## src/rtl/dot_product_engine.sv

```systemverilog
// Streaming dot-product engine: LANES multiplies per beat, lane reduction into a
// registered stage, accumulation over BEATS beats, then wrap/saturate result formation.
module dot_product_engine #(
  parameter int FEATURE_WIDTH  = 5,
  parameter int DOT_PROD_WIDTH = 16,
  parameter int VECTOR_LEN     = 96,
  parameter int LANES          = 12
) (
  input  logic                                    clk,
  input  logic                                    rst_n,
  input  logic                                    in_valid,
  output logic                                    in_ready,
  input  logic [0:LANES-1][FEATURE_WIDTH-1:0]     feature_chunk,
  input  logic [0:LANES-1][FEATURE_WIDTH-1:0]     weight_chunk,
  input  logic                                    sat_en,
  input  logic                                    sync_clr,
  output logic                                    out_valid,
  input  logic                                    out_ready,
  output logic [DOT_PROD_WIDTH-1:0]               dot_out,
  output logic                                    overflow,
  output logic [1:0]                              dbg_state
);

  localparam int BEATS     = VECTOR_LEN / LANES;
  localparam int ACC_WIDTH = 2*FEATURE_WIDTH + $clog2(VECTOR_LEN);
  localparam int PROD_W    = 2*FEATURE_WIDTH;
  localparam int SUM_W     = PROD_W + $clog2(LANES);
  localparam int CNT_W     = (BEATS > 1) ? $clog2(BEATS) : 1;
  localparam int EXT_W     = ((ACC_WIDTH > DOT_PROD_WIDTH) ? ACC_WIDTH : DOT_PROD_WIDTH) + 1;

  // Handshakes: a beat moves on a rising edge with in_valid && in_ready, a result
  // moves with out_valid && out_ready; sync_clr overrides both in the same cycle.
  typedef enum logic [1:0] {ACCUM = 2'd0, FLUSH = 2'd1, OUT = 2'd2} state_e;

  state_e                state_q, state_d;
  logic [CNT_W-1:0]      beat_cnt_q, beat_cnt_d;
  logic [SUM_W-1:0]      s1_sum_q, s1_sum_d;
  logic                  s1_valid_q, s1_valid_d;
  logic                  s1_last_q, s1_last_d;
  logic [ACC_WIDTH-1:0]  acc_q, acc_d;
  logic                  out_valid_q, out_valid_d;
  logic [DOT_PROD_WIDTH-1:0] dot_q, dot_d;
  logic                  ovf_q, ovf_d;

  logic [PROD_W-1:0]     prod [LANES];
  logic [SUM_W-1:0]      lane_sum;
  logic [ACC_WIDTH-1:0]  acc_sum;
  logic [EXT_W-1:0]      final_ext;
  logic                  accept, last_beat, out_hs, load_result, final_ovf;

  always_ff @(posedge clk or negedge rst_n) begin
    if (!rst_n) begin
      state_q <= ACCUM;
    end else begin
      state_q <= state_d;
    end
  end

  always_comb begin
    state_d = state_q;
    if (sync_clr) begin
      state_d = ACCUM;
    end else begin
      case (state_q)
        ACCUM:   if (accept && last_beat) state_d = FLUSH;
        FLUSH:   state_d = OUT;
        OUT:     if (out_hs) state_d = ACCUM;
        default: state_d = ACCUM;
      endcase
    end
  end

  always_comb begin
    in_ready  = (state_q == ACCUM);
    dbg_state = state_q;
  end

  always_comb begin
    lane_sum = '0;
    for (int i = 0; i < LANES; i++) begin
      prod[i]  = PROD_W'(feature_chunk[i]) * PROD_W'(weight_chunk[i]);
      lane_sum = lane_sum + SUM_W'(prod[i]);
    end
  end

  // The final sum is formed from the accumulator plus the last beat still in stage 1.
  always_comb begin
    accept      = in_valid && in_ready && !sync_clr;
    last_beat   = (beat_cnt_q == CNT_W'(BEATS - 1));
    out_hs      = out_valid_q && out_ready;
    acc_sum     = acc_q + ACC_WIDTH'(s1_sum_q);
    final_ext   = EXT_W'(acc_sum);
    final_ovf   = final_ext > EXT_W'({DOT_PROD_WIDTH{1'b1}});
    load_result = (state_q == FLUSH) && s1_valid_q && s1_last_q && !sync_clr;
  end

  always_comb begin
    beat_cnt_d  = beat_cnt_q;
    s1_sum_d    = s1_sum_q;
    s1_valid_d  = accept;
    s1_last_d   = accept && last_beat;
    acc_d       = acc_q;
    out_valid_d = out_valid_q;
    dot_d       = dot_q;
    ovf_d       = ovf_q;
    if (accept) begin
      s1_sum_d   = lane_sum;
      beat_cnt_d = last_beat ? '0 : beat_cnt_q + 1'b1;
    end
    if (s1_valid_q) acc_d = acc_sum;
    if (state_q == OUT && out_hs) begin
      acc_d       = '0;
      out_valid_d = 1'b0;
    end
    if (load_result) begin
      out_valid_d = 1'b1;
      ovf_d       = final_ovf;
      dot_d       = (sat_en && final_ovf) ? {DOT_PROD_WIDTH{1'b1}}
                                          : final_ext[DOT_PROD_WIDTH-1:0];
    end
    if (sync_clr) begin
      beat_cnt_d  = '0;
      acc_d       = '0;
      s1_valid_d  = 1'b0;
      s1_last_d   = 1'b0;
      out_valid_d = 1'b0;
    end
  end

  always_ff @(posedge clk or negedge rst_n) begin
    if (!rst_n) begin
      beat_cnt_q  <= '0;
      s1_sum_q    <= '0;
      s1_valid_q  <= 1'b0;
      s1_last_q   <= 1'b0;
      acc_q       <= '0;
      out_valid_q <= 1'b0;
      dot_q       <= '0;
      ovf_q       <= 1'b0;
    end else begin
      beat_cnt_q  <= beat_cnt_d;
      s1_sum_q    <= s1_sum_d;
      s1_valid_q  <= s1_valid_d;
      s1_last_q   <= s1_last_d;
      acc_q       <= acc_d;
      out_valid_q <= out_valid_d;
      dot_q       <= dot_d;
      ovf_q       <= ovf_d;
    end
  end

  assign out_valid = out_valid_q;
  assign dot_out   = dot_q;
  assign overflow  = ovf_q;

endmodule

```

## config.mk

```make
export PLATFORM = sky130hd
export DESIGN_NAME = dot_product_engine
export DESIGN_NICKNAME = d
export VERILOG_FILES = /design/src/rtl/dot_product_engine.sv
export SDC_FILE = /design/constraint.sdc
export NUM_CORES = 1
export LEC_CHECK = 0
export BUFFER_PORTS_ARGS = -buffer_cell sky130_fd_sc_hd__buf_2
export CAP_MARGIN = 5
export CORE_MARGIN = 2
export CORE_UTILIZATION = 60
export CTS_CLUSTER_DIAMETER = 100
export DETAILED_ROUTE_END_ITERATION = 10
export HOLD_SLACK_MARGIN = 0.12
export PLACE_DENSITY = 0.81
export SYNTH_ARGS = -nofsm -noshare
export SYNTH_HDL_FRONTEND = slang
export SYNTH_SLANG_ARGS = --single-unit
```

## constraint.sdc

```tcl
create_clock -name clk -period 5.5 [get_ports clk]
set_clock_uncertainty 0.05 [all_clocks]
set_input_delay 0.825 -clock clk [delete_from_list [all_inputs] [get_ports clk]]
set_output_delay 0.825 -clock clk [all_outputs]
set_load 0.005 [all_outputs]
```

==> results of run 1 <==
[cell usage after synthesis (all sizes together)]
cell,instances
a2111o,1
a2111oi,2
a211oi,10
a21boi,1
a21o,5
a21oi,23
a31o,2
a31oi,3
and2,218
and3,1
buf,1
clkbuf,10
clkinv,1
dfrtp,56
fa,278
ha,169
inv,329
mux2i,11
nand2,118
nand2b,3
nand3,6
nand4,2
nor2,37
nor2b,2
nor3,4
nor3b,1
o211a,1
o211ai,2
o21a,3
o21ai,24
o21bai,5
o22a,11
o22ai,1
o31a,1
o31ai,2
o41ai,2
or2,2
or3,4
xnor2,14
xor2,9
[through the flow]
step	hold WS, ns	cells	setup TNS, ns	utilization
final	0.451	1944	-15.78	0.738
after global routing	0.465	1944	-17.93	0.738
after CTS	0.454	1943	-15.11	0.732
after detailed placement	0.435	1928	-19.81	0.714
after global placement	0.427	1928	-18.94	0.714
after floorplan	0.402	1375	-13.53	-
[sequential cells by signal, indices dropped and copies added, names as in the netlist]
name	count
dbg_state	2
acc_q	17
s1_valid_q	1
dot_out	16
s1_sum_q	14
beat_cnt_q	3
overflow	1
s1_last_q	1
out_valid	1
[layer usage]
metal  routed length (µm)  track usage
met1                12700        0.341
met2                16000        0.486
met3                  914       0.0158
met4                  954       0.0712
met5                    0            0
[cell type report]
type	instances	area share
timing repair buffer	292	0.119
multi-input combinational	978	0.687
sequential	56	0.0864
inverter	330	0.0764
clock buffer	5	0.00772
clock inverter	3	0.00262
tap	280	0.0216
[timing repair]
item,in CTS,in global routing
setup endpoints to repair,11,12
pin swaps,38,38
buffers inserted,8,4
gates resized for setup,46,33
[kinds of logic after synthesis]
logic type / synth area share
adder cells (fa/ha/maj): 0.569
multiplexers: 0.00815
AND/OR/NAND/NOR: 0.155
XOR/XNOR: 0.0155
buffers and inverters: 0.0953
AO/OA/AOI/OAI: 0.0534
flip-flops: 0.104
[how the worst max path moves through the flow]
| stage | from | end | depth (start not counted) |
|---|---|---|---|
| global placement | weight_chunk[48] | s1_sum_q[10] | 24 |
| global route | feature_chunk[22] | s1_sum_q[10] | 24 |
| detailed placement | weight_chunk[48] | s1_sum_q[10] | 24 |
| floorplan | weight_chunk[48] | s1_sum_q[10] | 23 |
| finish | weight_chunk[48] | s1_sum_q[10] | 24 |
| CTS | feature_chunk[27] | s1_sum_q[10] | 24 |
==> results.json, run 1 <==
{
  "status": "finished, violations left",
  "violations": "setup timing",
  "wl_per_cell_um": 15.7,
  "portBuffers": 146,
  "whs_endpoint": "dot_out[11]",
  "die_area_um2": 23700,
  "crit_top_cell": "fa_1",
  "multiInputGateArea_um2": 11100,
  "cp-end-kind": "register",
  "postSynthCellCount": 1375,
  "setup_viol": 11,
  "cts.sinks": 56,
  "final_cell_mix": "inv_1 (318), fa_1 (274), and2_1 (208), ha_1 (157), buf_4 (144)",
  "maxCapViolations": 0,
  "start_util": 0.615,
  "seq_area_frac_synth": 0.104,
  "clockRootBuffer": "clkbuf_16",
  "synth_nets": 1948,
  "path_cells": "buf_4, nand2_8, fa_1, inv_1, fa_1, inv_1, fa_1, inv_1, fa_1, fa_1, fa_1, inv_2, fa_1, fa_1, inv_1, fa_1, fa_2, a21o_1, a21oi_2, o21ai_1, o211a_1, o21a_1, or3_1, a31o_2",
  "drtIter0Drc": 364,
  "grt_use_total": 0.265,
  "final_common_cell": "inv_1",
  "arrival_ns": 7.55,
  "fin_nets": 2236,
  "crit_buf_inv": 6,
  "r2r_setup_slack_ns": 2.66,
  "drt-pass1-iter-count": 5,
  "regArea_um2": 1400,
  "r2r-end": "dot_out[0]",
  "slowest_stage": "fa_1",
  "pre_cts_ws_ns": -2.24,
  "path_delay_family": "adder cells",
  "final-hold-violation-count": 0,
  "first_global_vias": 11000,
  "antenna_left": 0,
  "routed_wl_mm": 30.5,
  "detail_route.vias_per_cell": 5.15,
  "tightestPinTransition_ns": 0.916,
  "rows": 54,
  "cts_max_level": 2,
  "die_h_um": 154,
  "synth_area_leaders": "fa_1 (41%), ha_1 (16%), dfrtp_1 (10%), and2_1 (10%), inv_1 (9.1%)",
  "ctsHoldBuffers": 0,
  "syn-cell-area_um2": 13500,
  "relSlewSlack": 0.389,
  "cts_tree": "built",
  "timing.fmax_ghz": 0.135,
  "synthDistinctLibCells": 52,
  "hold_class": "register to register",
  "critical_path_class": "input pin to register",
  "finalInstanceArea_um2": 16200,
  "min_period_ns": 7.41,
  "gp_congestion": 0.905,
  "clk_latency_ns": 0.29,
  "area_growth_pct": 20.0,
  "r2r_start": "s1_sum_q[0]",
  "ff2ff_path_depth": 9,
  "timing_max_transition_violations_final": 0,
  "yosys.area.top_type": "fa_1",
  "vias": 10000,
  "worst_ep_required_time_ns": 5.64,
  "grt_pass1_wl_mm": 50.6,
  "place_area_um2": 15700,
  "synth_top_cell_area_share": 0.412,
  "cts.clk_slew.worst_paths_ns": 0.07,
  "worstPathMaxFanout": 5,
  "antenna_cells": 0,
  "core_um2": 22000,
  "worst_slack_ns": -1.91,
  "antenna_found_initial": 0,
  "max_stage_delay_ns": 0.56,
  "ys_ff_latch": 56,
  "cts_buffers": 5,
  "drc": 0,
  "ys_warn_count": 0,
  "start_kind": "input pin",
  "period_share": 1.35,
  "syn_area_per_cell_um2": 9.82,
  "dp_hpwl_mm": 27.3,
  "rsz0062_at_grt": "true",
  "boundaryPins": 147,
  "n_fill_cell": 1419,
  "gr-total-overflow": 0,
  "grt_max_degree": 57,
  "hold_depth": 1,
  "chipWidth_um": 154,
  "hold_start": "dot_out[11]",
  "clk_path_buf_depth": 2,
  "drive_above_1_share": 0.227
}
Power of run 1 is left out: the tool's default activity adds up to more than one toggle a clock period on the data nets, which glitch-free logic cannot reach.
==> inputs of run 2 (changes only) <==
==> config.mk (replaced) <==
export PLATFORM = sky130hd
export DESIGN_NAME = dot_product_engine
export DESIGN_NICKNAME = d
export VERILOG_FILES = /design/src/rtl/dot_product_engine.sv
export SDC_FILE = /design/constraint.sdc
export NUM_CORES = 1
export LEC_CHECK = 0
export CAP_MARGIN = 5
export CORE_ASPECT_RATIO = 0.5
export CORE_MARGIN = 2
export CORE_UTILIZATION = 60
export CTS_CLUSTER_DIAMETER = 100
export DETAILED_ROUTE_END_ITERATION = 10
export DONT_BUFFER_PORTS = 1
export HOLD_SLACK_MARGIN = 0.12
export PLACE_DENSITY = 0.76
export SYNTH_ARGS = -nofsm -noshare
export SYNTH_HDL_FRONTEND = slang
export SYNTH_SLANG_ARGS = --single-unit
==> run 2 against run 1 <==
Highest routed layer unchanged; clock-buffer cell count rose by 1; the flow still finishes with violations (setup timing); critical path depth fell by 1; global-route usage grew 0.096 points; non-clock buffer count down 256; sequential share of layout area is 1.0 points higher; fmax increased by 3.6%.
==> results.json, run 2 (synthesized netlist as in run 1, its figures left out) <==
{
  "cts.clk_slew.worst_paths_ns": 0.07,
  "critical_path_class": "input pin to register",
  "fin_cells": 1708,
  "crit_buf_inv": 5,
  "cts.sinks": 56,
  "dp_hpwl_mm": 27.0,
  "final_common_cell": "inv_1",
  "period_share": 1.30,
  "antenna_left": 0,
  "start_kind": "input pin",
  "drtIter0Drc": 455,
  "path_delay_family": "adder cells",
  "n_fill_cell": 1734,
  "setup_viol": 11,
  "vias": 9025,
  "path_cells": "nand2_1, fa_1, inv_1, fa_1, fa_1, inv_1, fa_1, fa_1, inv_2, fa_1, inv_2, fa_1, fa_1, inv_1, fa_2, fa_2, a21o_1, a21oi_2, o21ai_1, o211a_1, o21a_1, or3_1, a31o_2",
  "antenna_cells": 0,
  "portBuffers": 0,
  "drive_above_1_share": 0.0710,
  "max_stage_delay_ns": 0.56,
  "clk_latency_ns": 0.29,
  "status": "finished, violations left",
  "first_global_vias": 10000,
  "cts_buffers": 5,
  "grt_use_total": 0.266,
  "worstPathMaxFanout": 5,
  "fin_nets": 1980,
  "die_area_um2": 23800,
  "drt-pass1-iter-count": 4,
  "gr-total-overflow": 0,
  "detail_route.vias_per_cell": 5.28,
  "final-hold-violation-count": 0,
  "crit_top_cell": "fa_1",
  "cts_tree": "built",
  "largest-register": "acc_q",
  "grt_pass1_wl_mm": 49.3,
  "gp_congestion": 0.918,
  "maxCapViolations": 0,
  "final_cell_mix": "inv_1 (321), fa_1 (275), and2_1 (214), ha_1 (163), nand2_1 (113)",
  "rsz0062_at_grt": "true",
  "cp-end-kind": "register",
  "start_util": 0.618,
  "met1_usage": 0.380,
  "rows": 38,
  "clk_path_buf_depth": 2,
  "tightestPinTransition_ns": 0.635,
  "clockRootBuffer": "clkbuf_16",
  "cts_max_level": 2,
  "met2_usage": 0.441,
  "multiInputGateArea_um2": 11000,
  "relSlewSlack": 0.575,
  "timing.fmax_ghz": 0.140,
  "dp_cells": 1693,
  "globalRouteMet3Util": 0.0535,
  "busiest_layer": "met2",
  "chipWidth_um": 216,
  "grt_max_degree": 57,
  "area_growth_pct": 7.21,
  "hold_class": "input pin to asynchronous set/reset pin",
  "slowest_stage": "fa_1",
  "worst_ep_required_time_ns": 5.63,
  "wl_per_cell_um": 17.3,
  "violations": "setup timing",
  "arrival_ns": 7.29,
  "boundaryPins": 147,
  "core_um2": 21900,
  "worst_slack_ns": -1.66,
  "min_period_ns": 7.16,
  "drc": 0,
  "regArea_um2": 1400,
  "routed_wl_mm": 29.6,
  "timing_max_transition_violations_final": 0,
  "die_h_um": 110,
  "largest_register_ffs": 17,
  "antenna_found_initial": 0
}
## run 2: changes by cell type in the layout (fill, tap and decap cells not counted), sizes merged
cell | previous run | this run
buf | 292 | 36
bufinv | 1 | 0
clkbuf | 5 | 6
## run 2: final cells by class
cell class / count / share of cell area
Clock inverter: 2 / 0.00112
Tap cell: 300 / 0.0259
Inverter: 330 / 0.0855
Clock buffer: 6 / 0.00890
Multi-Input combinational cell: 978 / 0.762
Timing Repair Buffer: 36 / 0.0202
Sequential cell: 56 / 0.0968
## run 2: final timing paths
kind / depth (start not counted) / endpoint / start / slack, ns
setup / recovery: 23 / s1_sum_q[10] / feature_chunk[17] / -1.66
hold / removal: 0 / beat_cnt_q[2] / rst_n / 0.17
setup reg to reg: 9 / dot_out[0] / s1_sum_q[0] / 2.66
hold reg to reg: 2 / s1_sum_q[0] / s1_sum_q[0] / 0.44
max in group asynchronous: 0 / acc_q[7] / rst_n / 5.12
min in group clk: 2 / s1_sum_q[0] / s1_sum_q[0] / 0.44
## run 2: through the flow
step	utilization	setup WS [ns]	hold WS (ns)	instance area (µm²)	setup TNS [ns]
6_report	0.662	-1.66	0.167	14500	-14.36
5_1_grt	0.662	-1.85	0.156	14500	-16.70
4_1_cts	0.659	-1.59	0.168	14400	-14.01
3_5_place_dp	0.647	-2.02	0.426	14100	-18.16
3_3_place_gp	0.647	-1.96	0.432	14100	-17.45
2_1_floorplan	-	-1.77	0.402	13600	-13.53
## run 2: timing repair
item / CTS / global route
pin swaps: 39 / 24
hold endpoints to repair: 0 / 0
resized for setup: 21 / 17
hold buffers: 0 / 0
setup buffers: 8 / 3
endpoints found under the setup margin: 11 / 11
## run 2: per-layer routing
layer	up-vias	wire, µm
met5	-	0
met4	0	145
met3	12	2080
met2	223	13700
met1	4585	13700
li1	4205	-
Power of run 2 is left out for the same reason.
==> inputs of run 3 (changes only) <==
--- a/config.mk
+++ b/config.mk
@@ -8,12 +8,11 @@
 export CAP_MARGIN = 5
 export CORE_ASPECT_RATIO = 0.5
 export CORE_MARGIN = 2
-export CORE_UTILIZATION = 60
+export CORE_UTILIZATION = 50
 export CTS_CLUSTER_DIAMETER = 100
 export DETAILED_ROUTE_END_ITERATION = 10
 export DONT_BUFFER_PORTS = 1
 export HOLD_SLACK_MARGIN = 0.12
-export PLACE_DENSITY = 0.76
 export SYNTH_ARGS = -nofsm -noshare
 export SYNTH_HDL_FRONTEND = slang
 export SYNTH_SLANG_ARGS = --single-unit
==> constraint.sdc (replaced) <==
create_clock -name clk -period 5.5 [get_ports clk]
set_clock_uncertainty 0.05 [all_clocks]
set_input_delay 0.825 -clock clk [delete_from_list [all_inputs] [get_ports clk]]
set_output_delay 0.825 -clock clk [all_outputs]
set_load 0.01 [all_outputs]
==> run 3 against run 2 <==
The run still ends with setup timing left; global-route usage decreased by 4.6 points; critical path depth down 1; cell area rose by 0.10%; cell count rose by 2.6%; clock-buffer cell count down 1; critical path type unchanged; via count fell by 2.6%; largest cell class unchanged; first-iteration DRC count up 5.5%; worst setup slack improved by 0.059 ns.
==> results.json, run 3 (synthesized netlist as in run 1, its figures left out) <==
{
  "wl_per_cell_um": 16.7,
  "antenna_cells": 0,
  "cts_tree": "built",
  "final_common_cell": "inv_1",
  "timing_max_transition_violations_final": 0,
  "cts_buffers": 5,
  "detail_route.vias_per_cell": 5.02,
  "chipWidth_um": 236,
  "status": "finished, violations left",
  "portBuffers": 0,
  "relSlewSlack": 0.375,
  "path_cells": "and2_4, fa_1, inv_2, fa_1, inv_2, fa_1, fa_1, fa_1, fa_1, fa_1, fa_1, inv_2, fa_1, inv_2, ha_4, a21o_1, a21oi_2, o21ai_1, o211a_1, o21a_1, or3_1, a31o_2",
  "dp_hpwl_mm": 27.2,
  "arrival_ns": 7.23,
  "final_cell_mix": "inv_1 (317), fa_1 (274), and2_1 (214), ha_1 (164), nand2_1 (112)",
  "tightestPinTransition_ns": 0.938,
  "min_period_ns": 7.10,
  "setup_viol": 11,
  "drive_above_1_share": 0.0707,
  "grt_use_total": 0.219,
  "hold_class": "input pin to asynchronous set/reset pin",
  "clk_latency_ns": 0.29,
  "first_global_vias": 9867,
  "drtIter0Drc": 480,
  "drt-pass1-iter-count": 5,
  "max_stage_delay_ns": 0.58,
  "cts_max_level": 2,
  "gp_congestion": 0.865,
  "boundaryPins": 147,
  "r2r_start": "s1_sum_q[0]",
  "worst_slack_ns": -1.60,
  "vias": 8794,
  "crit_top_cell": "fa_1",
  "crit_buf_inv": 4,
  "clk_path_buf_depth": 2,
  "ff2ff_path_depth": 9,
  "antenna_left": 0,
  "grt_max_degree": 57,
  "cts.clk_slew.worst_paths_ns": 0.07,
  "hold_slack_ns": 0.175,
  "final-hold-violation-count": 0,
  "die_area_um2": 28400,
  "worstPathMaxFanout": 5,
  "cp-end-kind": "register",
  "fin_nets": 1972,
  "rsz0062_at_grt": "true",
  "largest_register_ffs": 17,
  "routed_wl_mm": 29.3,
  "maxCapViolations": 0,
  "r2r-end": "dot_out[0]",
  "largest-register": "acc_q",
  "path_delay_family": "adder cells",
  "core_um2": 26500,
  "period_share": 1.29,
  "drc": 0,
  "violations": "setup timing",
  "gr-total-overflow": 0,
  "timing.fmax_ghz": 0.141,
  "area_growth_pct": 7.32,
  "cts.sinks": 56,
  "n_fill_cell": 2394,
  "start_util": 0.510,
  "antenna_found_initial": 0,
  "critical_path_class": "input pin to register",
  "grt_pass1_wl_mm": 49.3,
  "rows": 42,
  "start_kind": "input pin",
  "die_h_um": 120,
  "r2r_setup_slack_ns": 2.63,
  "slowest_stage": "fa_1",
  "clockRootBuffer": "clkbuf_16",
  "worst_ep_required_time_ns": 5.63
}
[run 3: worst max-delay path by stage]
stage	startpoint	to	cells past startpoint
CTS	feature_chunk[45]	s1_sum_q[10]	22
floorplan	weight_chunk[48]	s1_sum_q[10]	23
global route	feature_chunk[45]	s1_sum_q[12]	23
global placement	weight_chunk[48]	s1_sum_q[10]	23
detailed placement	feature_chunk[17]	s1_sum_q[10]	23
finish	feature_chunk[45]	s1_sum_q[10]	22
[run 3: what timing repair did]
action	in CTS	in global routing
hold buffers	0	0
endpoints found under the setup margin	11	11
gates resized for setup	25	16
pin swaps	33	33
setup buffers	4	1
[run 3: stage by stage]
step | worst slack, ns | setup TNS (ns) | instance area (µm²) | std cells | utilization
final | -1.60 | -13.45 | 14500 | 1752 | 0.547
after detailed placement | -2.03 | -18.02 | 14200 | 1742 | 0.536
after global placement | -1.99 | -17.57 | 14200 | 1742 | 0.536
after CTS | -1.60 | -13.88 | 14500 | 1752 | 0.546
after global routing | -1.76 | -15.18 | 14500 | 1752 | 0.547
after floorplan | -1.77 | -13.53 | 13600 | 1375 | -
[run 3: final cells by class]
| type | instances | area [µm²] | share of cell area |
|---|---|---|---|
| clock inverter | 3 | 42.5 | 0.00293 |
| sequential | 56 | 1400 | 0.0967 |
| tap | 352 | 440 | 0.0304 |
| timing repair buffer | 28 | 221 | 0.0153 |
| multi-input combinational | 978 | 11000 | 0.761 |
| inverter | 330 | 1240 | 0.0854 |
| clock buffer | 5 | 125 | 0.00863 |
[run 3: per-layer routing]
layer	global-route usage	vias up	share of wire	routed length, µm
li1	-	4191	-	-
met1	0.340	4425	0.51	15000
met2	0.339	167	0.43	12600
met3	0.0333	11	0.055	1610
met4	0.0186	0	0.0046	135
met5	0	-	0	0
[run 3: worst register-to-register path, delay by kind of cell (launching register included)]
family / cells / cell delay [ns]
AO/OA/AOI/OAI: 6 / 1.44
adder cells (fa/ha/maj): 2 / 0.71
flip-flops: 1 / 0.43
XOR/XNOR: 1 / 0.17
Power of run 3 is left out for the same reason.
